### config.mk
export PLATFORM = sky130hd
export DESIGN_NAME = prog_timer
export DESIGN_NICKNAME = d
export VERILOG_FILES = /design/src/rtl/prog_timer.sv
export SDC_FILE = /design/constraint.sdc
export NUM_CORES = 1
export LEC_CHECK = 0
export CAP_MARGIN = 10
export CORE_UTILIZATION = 35
export DETAILED_ROUTE_END_ITERATION = 10
export PLACE_DENSITY = 0.61
export SYNTH_ARGS = -nofsm -noshare
export SYNTH_HDL_FRONTEND = slang
export SYNTH_SLANG_ARGS = --single-unit
### constraint.sdc
create_clock -name clk -period 2.5 [get_ports clk]
set_clock_uncertainty 0.1 [all_clocks]
set_input_delay 0.25 -clock clk [delete_from_list [all_inputs] [get_ports clk]]
set_output_delay 0.25 -clock clk [all_outputs]
set_load 0.005 [all_outputs]
### src/rtl/prog_timer.sv
// Runtime-programmable interval timer: periodic or one-shot expiry with
// prescaler, hold, stop/restart and a registered config-error pulse.
module prog_timer #(
  parameter int unsigned WIDTH    = 16,
  parameter int unsigned PRESCALE = 1
) (
  input  logic             clk,
  input  logic             reset,
  input  logic             start,
  input  logic             stop,
  input  logic             hold,
  input  logic             oneshot,
  input  logic [WIDTH-1:0] period,
  output logic             tick,
  output logic             busy,
  output logic             expired,
  output logic [WIDTH-1:0] count,
  output logic             cfg_err
);

  localparam int unsigned     PW      = (PRESCALE > 1) ? $clog2(PRESCALE) : 1;
  localparam logic [PW-1:0]   PRE_MAX = PW'(PRESCALE - 1);

  typedef enum logic [1:0] {IDLE, RUN, DONE} state_t;

  state_t           state, state_n;
  logic [PW-1:0]    pre, pre_n;
  logic [WIDTH-1:0] count_n;
  logic [WIDTH-1:0] plat, plat_n;
  logic             mode, mode_n;
  logic             start_ok, start_bad, advance;

  assign start_ok  = start && !stop && (period != '0);
  assign start_bad = start && !stop && (period == '0);

  // A rejected start does not disturb the run: counting and tick continue.
  assign advance = (state == RUN) && !hold && !stop && !start_ok;
  assign tick    = advance && (pre == PRE_MAX) && (count == plat - WIDTH'(1));

  assign busy    = (state == RUN);
  assign expired = (state == DONE);

  always_ff @(posedge clk) begin
    if (reset) begin
      state   <= IDLE;
      pre     <= '0;
      count   <= '0;
      plat    <= '0;
      mode    <= 1'b0;
      cfg_err <= 1'b0;
    end else begin
      state   <= state_n;
      pre     <= pre_n;
      count   <= count_n;
      plat    <= plat_n;
      mode    <= mode_n;
      cfg_err <= start_bad;
    end
  end

  always_comb begin
    state_n = state;
    pre_n   = pre;
    count_n = count;
    plat_n  = plat;
    mode_n  = mode;
    if (stop) begin
      state_n = IDLE;
      pre_n   = '0;
      count_n = '0;
    end else if (start_ok) begin
      state_n = RUN;
      pre_n   = '0;
      count_n = '0;
      plat_n  = period;
      mode_n  = oneshot;
    end else if (advance) begin
      if (pre == PRE_MAX) begin
        pre_n = '0;
        if (tick) begin
          count_n = '0;
          if (mode) state_n = DONE;
        end else begin
          count_n = count + WIDTH'(1);
        end
      end else begin
        pre_n = pre + PW'(1);
      end
    end
  end

endmodule

==> results_dict.tcl, run 1 <==
set metrics [dict create \
    drive_gt1_share_pct 26.2 \
    worstMarginPinSlew_ps 323 \
    synth_top_family_by_area "simple AND/OR/NAND/NOR gates" \
    rr_worst_depth 13 \
    endpoint_kind "flop" \
    cpPeakStageDelay_ps 470 \
    synth_compound_area_share_pct 12.3 \
    grt_pass1_wl_mm 9.63 \
    cp_cell_sequence "inv_4 -> ha_4 -> nor3b_4 -> buf_6 -> buf_4 -> nor2_1 -> a41oi_1 -> o311ai_1 -> nand3_1 -> nor4_4 -> buf_4 -> or4_1 -> a31oi_1" \
    grt_pass1_vias 2033 \
    ff2ff_setup_slack_ps -130 \
    period_needed_ps 2630 \
    ant_nets 0 \
    slowest_stage "or4_1" \
    core_area_sq_um 5610 \
    drtIter0Drc 100 \
    synth_top_area_share_pct 34.8 \
    status "finished with violations" \
    min_delay_worst_endpoint "state[0]" \
    worst-setup-path-type "flop to flop" \
    post_drt_wl_per_cell_um 13.6 \
    ys.flop_type "dfxtp_1" \
    postPlaceCellArea_sq_um 2900 \
    synth-simple-area-share_pct 33.9 \
    fmaxAchievable_ghz 0.380 \
    maxSlewHeadroom_pct 78.3 \
    synth-adder-area-share_pct 1.21 \
    clk_path_buf_depth 2 \
    n_antenna_cell 0 \
    final_cell_area_sq_um 3160 \
    async_reset_ff_share_pct 0 \
    io_pins 42 \
    rsz0062_at_grt "true" \
    die_area_sq_um 6220 \
    ir_drop_mv 0.212 \
    ys_types 47 \
    syn2layout_area_growth_pct 52.8 \
    grt_max_degree 22 \
    violations "negative setup slack" \
    yosys-top-cells-area "dfxtp_1 (35%), nand2_1 (9.1%), xnor2_1 (8.5%), a21oi_1 (5.8%), nor2_1 (5.3%)" \
    finalCritPeriodShare_pct 105 \
    min-delay-start "mode" \
    num_vias 2184 \
    drv_slew 0 \
    cts_max_level 2 \
    synth_edf_count 0 \
    route.met3.wl_um 260 \
    clock_latency_ps 300 \
    portBuffers 41 \
    crit_buf_inv 4 \
    r2r-start "plat[0]" \
    place_inst 416 \
    p_leak_nw 1.19 \
    first_pass_iters 4 \
    vias_per_cell 5.03 \
    required_ps 2620 \
    cts_buffers 5 \
    clockRootBuffer "clkbuf_8" \
    path_clk_slew_ps 80 \
    layout.cells.non_filler 434 \
    cp_max_fo 8 \
    synth_seq_area_share_pct 34.8 \
    crit_cells 13 \
    antenna_found_initial 0 \
    grt.total_usage_pct 19.9 \
    critPathMostFrequentCell "buf_4" \
    critPathTopFamily "simple AND/OR/NAND/NOR gates" \
    syn_inst 264 \
    yosys_register_bits 36 \
    grt_overflow 0 \
    die_y_um 78.9 \
    drt-total-wl_mm 5.90 \
    fin_ws_ps -131 \
    syn_area_sq_um 2070 \
    syn_nets 288 \
    r2r_end "count[15]" \
    cts_tree "built" \
    hold_violations 0 \
    highest_layer "met4" \
    final_nets 385 \
    gp_congestion 0.841 \
    fp.dieW_um 78.9 \
    powerDensity_nw_per_um2 431 \
    setup_viol 3 \
    cp.arrival_ps 2750 \
    wirelength_met1_mm 2.93 \
    avgSynthCellArea_sq_um 7.83 \
    cts.sink_count 36 \
    min_path_type "flop to flop" \
    hold_buffers 0 \
    holdPathStages 1 \
    synth_xor_xnor_area_share_pct 13.6 \
    core.rowCount 27 \
    initial_core_util_pct 36.9 \
    post-dp-hpwl_mm 4.29 \
    ys_warn_count 0 \
    drc_errors 0 \
    synthMuxAreaShare_pct 0.484 \
    route.met2.wl_mm 2.58 \
    yosysTopAreaCell "dfxtp_1" \
    worstSetupStartpointType "flop" \
    max-cap-violations 0 \
]
worst max-delay path by stage:
stage | start | end
4_1_cts | plat[1] | tick
5_1_grt | plat[0] | tick
2_1_floorplan | plat[2] | count[12]
3_5_place_dp | period[0] | tick
3_3_place_gp | period[0] | tick
6_report | plat[0] | count[15]
power breakdown:
part | leakage [nW] | total [mW] | internal, mW | switching [mW]
Clock | 0.0445 | 0.446 | 0.224 | 0.222
Sequential | 0.294 | 0.602 | 0.585 | 0.0162
Combinational | 0.850 | 0.314 | 0.175 | 0.139
Total | 1.19 | 1.36 | 0.984 | 0.377
timing repair:
| item | CTS | global route |
|---|---|---|
| setup buffers | 6 | 4 |
| pin swaps | 10 | 14 |
| gates resized for setup | 16 | 18 |
| setup endpoints to repair | 16 | 19 |
| endpoints found under the hold margin | 0 | 0 |
| cloned | 1 | 0 |
cell usage in the layout, fill, tap and decap left out, types with 4 or more instances in the layout:
cell and count:
a21oi_1 22, buf_4 57, buf_6 4, clkbuf_8 6, clkdlybuf4s50_1 40, dfxtp_1 32
nand2_1 50, nand3_1 10, nand4_1 9, nor2_1 28, nor4_1 5, nor4_4 4
o21ai_0 5, xnor2_1 20, xor2_1 12
metal layers:
metal | global-route usage (%) | up-vias
met5 | 0 | -
met1 | 27.0 | 993
li1 | - | 1114
met3 | 4.25 | 11
met2 | 30.5 | 66
met4 | 7.82 | 0
sequential cells by signal, indices dropped and copies added (netlist names):
| register | cells |
|---|---|
| mode | 1 |
| cfg_err | 1 |
| plat | 16 |
| count | 16 |
| state | 2 |
synthesized netlist by cell type, drive strengths merged (2+ instances only):
library cell,instances
o21ai,6
xor2,12
a41oi,2
buf,5
nand3,10
nor3,4
o211ai,2
xnor2,20
inv,3
a21oi,25
or4,3
ha,2
nor2b,3
and4,2
nand2b,2
clkbuf,8
nor3b,2
nor4,9
nand4,9
and2,2
dfxtp,36
nand2,50
and3,2
nor2,29
nand3b,2
layout make-up:
cell class              instances  area (sq um)
fillers                       570          2450
multi-input cells             213          1350
repair buffers                102           878
flip-flops and latches         36           731
well taps                      72          90.1
clock buffers                   7          86.3
inverters                       3          16.3
clock inverters                 1          7.51
logic make-up (layout without fill, tap and decap cells):
logic type | Yosys count | in the layout
mux | 1 | 1
xor+xnor | 32 | 32
flops | 36 | 36
buf+inv | 16 | 113
simple gates | 134 | 135
fa+ha+maj | 2 | 2
compound gates | 43 | 43
through the flow:
step	hold WS, ps	utilization [%]	TNS (ps)	power [mW]	worst slack, ps
after global placement	354	51.7	-3030	0.886	-318
final	367	56.3	-287	1.36	-131
after floorplan	286	-	0	0.763	28.2
after detailed placement	357	51.7	-3750	0.887	-352
after CTS	362	54.9	-246	1.35	-168
after global routing	409	56.3	-1300	1.43	-210
(Power assumes the default switching activity.)
==> inputs of run 2 (changes only) <==
PLACE_DENSITY = 0.59   (was 0.61)
clock period = 3.17 ns   (was 2.5 ns; I/O delays follow)
==> run 2 against run 1 <==
  * The flow now finishes without violations
  * Hold slack gained 14 ps
  * Global-route usage shrank 0.40 points
  * Utilization shrank 7.0 points
  * Non-clock buffer count shrank 42
  * Register-to-register slack gained 450 ps
  * Clock power shrank 24%
  * Total power shrank 26%
  * First-iteration DRC count grew 31%
  * Final cell count shrank 9.9%
  * Wire length shrank 8.8%
  * Sequential power shrank 20%
  * Critical endpoint is now tick
  * Highest routed layer unchanged
==> results_dict.tcl, run 2 (synthesis gave the netlist of run 1 again) <==
set metrics [dict create \
    status "complete, no violations" \
    core.rowCount 27 \
    grt_pass1_wl_mm 9.40 \
    hold_violations 0 \
    vias_per_cell 5.17 \
    drtIter0Drc 131 \
    initial_core_util_pct 36.9 \
    final_util_pct 49.3 \
    num_vias 2021 \
    fmaxAchievable_ghz 0.340 \
    cts.sink_count 36 \
    largest_registers "count: 16 flops, plat: 16 flops, state: 2 flops" \
    power_frac_clock_pct 33.6 \
    sequentialPowerShare_pct 47.3 \
    powerDensity_nw_per_um2 367 \
    cpPeakStageDelay_ps 420 \
    gp_congestion 0.875 \
    clock_latency_ps 290 \
    die_area_sq_um 6220 \
    cts_tree "built" \
    endpoint_kind "output port" \
    antenna_found_initial 0 \
    final_nets 342 \
    cts_max_level 2 \
    min_path_type "flop to flop" \
    drive_gt1_share_pct 11.9 \
    cts_buffers 5 \
    hold_ws_ps 381 \
    slowest_stage "nor4_4" \
    grt_pass1_vias 1958 \
    fillerInstances 590 \
    mostFrequentLayoutCell "nand2_1" \
    grt_max_degree 22 \
    drt-total-wl_mm 5.38 \
    ant_nets 0 \
    finalCritPeriodShare_pct 92.8 \
    io_pins 42 \
    setup_tns_ps 0 \
    combPwrFrac_pct 19.1 \
    worst-setup-path-type "flop to output port" \
    grt.total_usage_pct 19.5 \
    place_inst 380 \
    core_area_sq_um 5610 \
    layout.cells.non_filler 391 \
    fp.dieW_um 78.9 \
    post_drt_wl_per_cell_um 13.8 \
    cp_cell_sequence "nor4_4 -> and2_4 -> o21ai_1 -> nor4_2 -> nand4_1 -> nor4_4 -> dlygate4sd2_1" \
    critPathTopFamily "simple AND/OR/NAND/NOR gates" \
    grt_overflow 0 \
    clockRootBuffer "clkbuf_8" \
    n_antenna_cell 0 \
    crit_buf_inv 1 \
    period_needed_ps 2940 \
    rsz0062_at_grt "false" \
    switchingPower_mw 0.274 \
    drc_errors 0 \
    clk_path_buf_depth 2 \
    cp_max_fo 6 \
    required_ps 2750 \
    drv_slew 0 \
    hold_buffers 0 \
    critPathMostFrequentCell "nor4_4" \
    max-cap-violations 0 \
    final_cell_mix "nand2_1 (50), clkdlybuf4s50_1 (40), dfxtp_1 (36)" \
    cp.arrival_ps 2520 \
    p_leak_nw 0.963 \
    path_clk_slew_ps 70 \
    portBuffers 41 \
    post-dp-hpwl_mm 4.02 \
    maxSlewHeadroom_pct 65.4 \
    die_y_um 78.9 \
    first_pass_iters 4 \
    setup_viol 0 \
    syn2layout_area_growth_pct 33.7 \
    p_int_mw 0.740 \
    swShare_pct 27.0 \
    ir_drop_mv 0.222 \
    p_total_mw 1.01 \
    worstMarginPinSlew_ps 515 \
    worstSetupStartpointType "flop" \
]
-- run 2: timing repair --
action | CTS | global route
setup buffers | 3 | 0
resized for setup | 7 | 0
setup endpoints to repair | 1 | 0
-- run 2: cell type report --
class                           instances  area, sq um  share of cell area [%]
Sequential cell                        36          721                    26.1
Inverter                                3         11.3                   0.407
Multi-Input combinational cell        212         1300                    47.1
Tap cell                               72         90.1                    3.26
Timing Repair Buffer                   60          552                    20.0
Clock buffer                            8         90.1                    3.26
-- run 2: worst paths after layout --
check,startpoint,endpoint,slack (ps),cells after the start
worst min register to register,plat[0],plat[0],380,2
worst max-delay path,plat[5],tick,230,7
worst max register to register,plat[0],count[15],320,10
worst min-delay path,plat[0],plat[0],380,2
-- run 2: stage by stage --
step / cell area (sq um) / setup slack [ps]
after floorplan: 2070 / 536
after global placement: 2620 / 83.8
after detailed placement: 2620 / 70.9
after CTS: 2770 / 237
after global routing: 2770 / 4.70
final: 2770 / 229
-- run 2: worst reg2reg max path, stage by stage (launching register included) --
cell and delay [ps]:
dfxtp_1 330, buf_4 160, or4_4 570, nor2_2 140
xor2_1 150, o221ai_1 150, a21oi_2 260, nor4_4 90
buf_4 170, or4_1 470, a31oi_1 190
-- run 2: power groups by stage --
stage	clock, mW	combinational [mW]	sequential [mW]
floorplan	0	0.118	0.483
finish	0.340	0.194	0.480
CTS	0.351	0.192	0.480
global placement	0	0.179	0.489
detailed placement	0	0.179	0.489
global route	0.378	0.214	0.481
-- run 2: metal layers --
| layer | vias to the layer above | global-route usage [%] | part of all wire (%) |
|---|---|---|---|
| met2 | 49 | 32.0 | 45 |
| met4 | 0 | 7.09 | 1.8 |
| met5 | - | 0 | 0 |
| met3 | 8 | 3.79 | 4.6 |
| met1 | 943 | 25.3 | 49 |
| li1 | 1021 | - | - |
==> inputs of run 3 (changes only) <==
CTS_CLUSTER_SIZE = 25   (was not set)
==> results of run 3 <==
The final DEF is identical to that of run 2; final timing and power are the same.
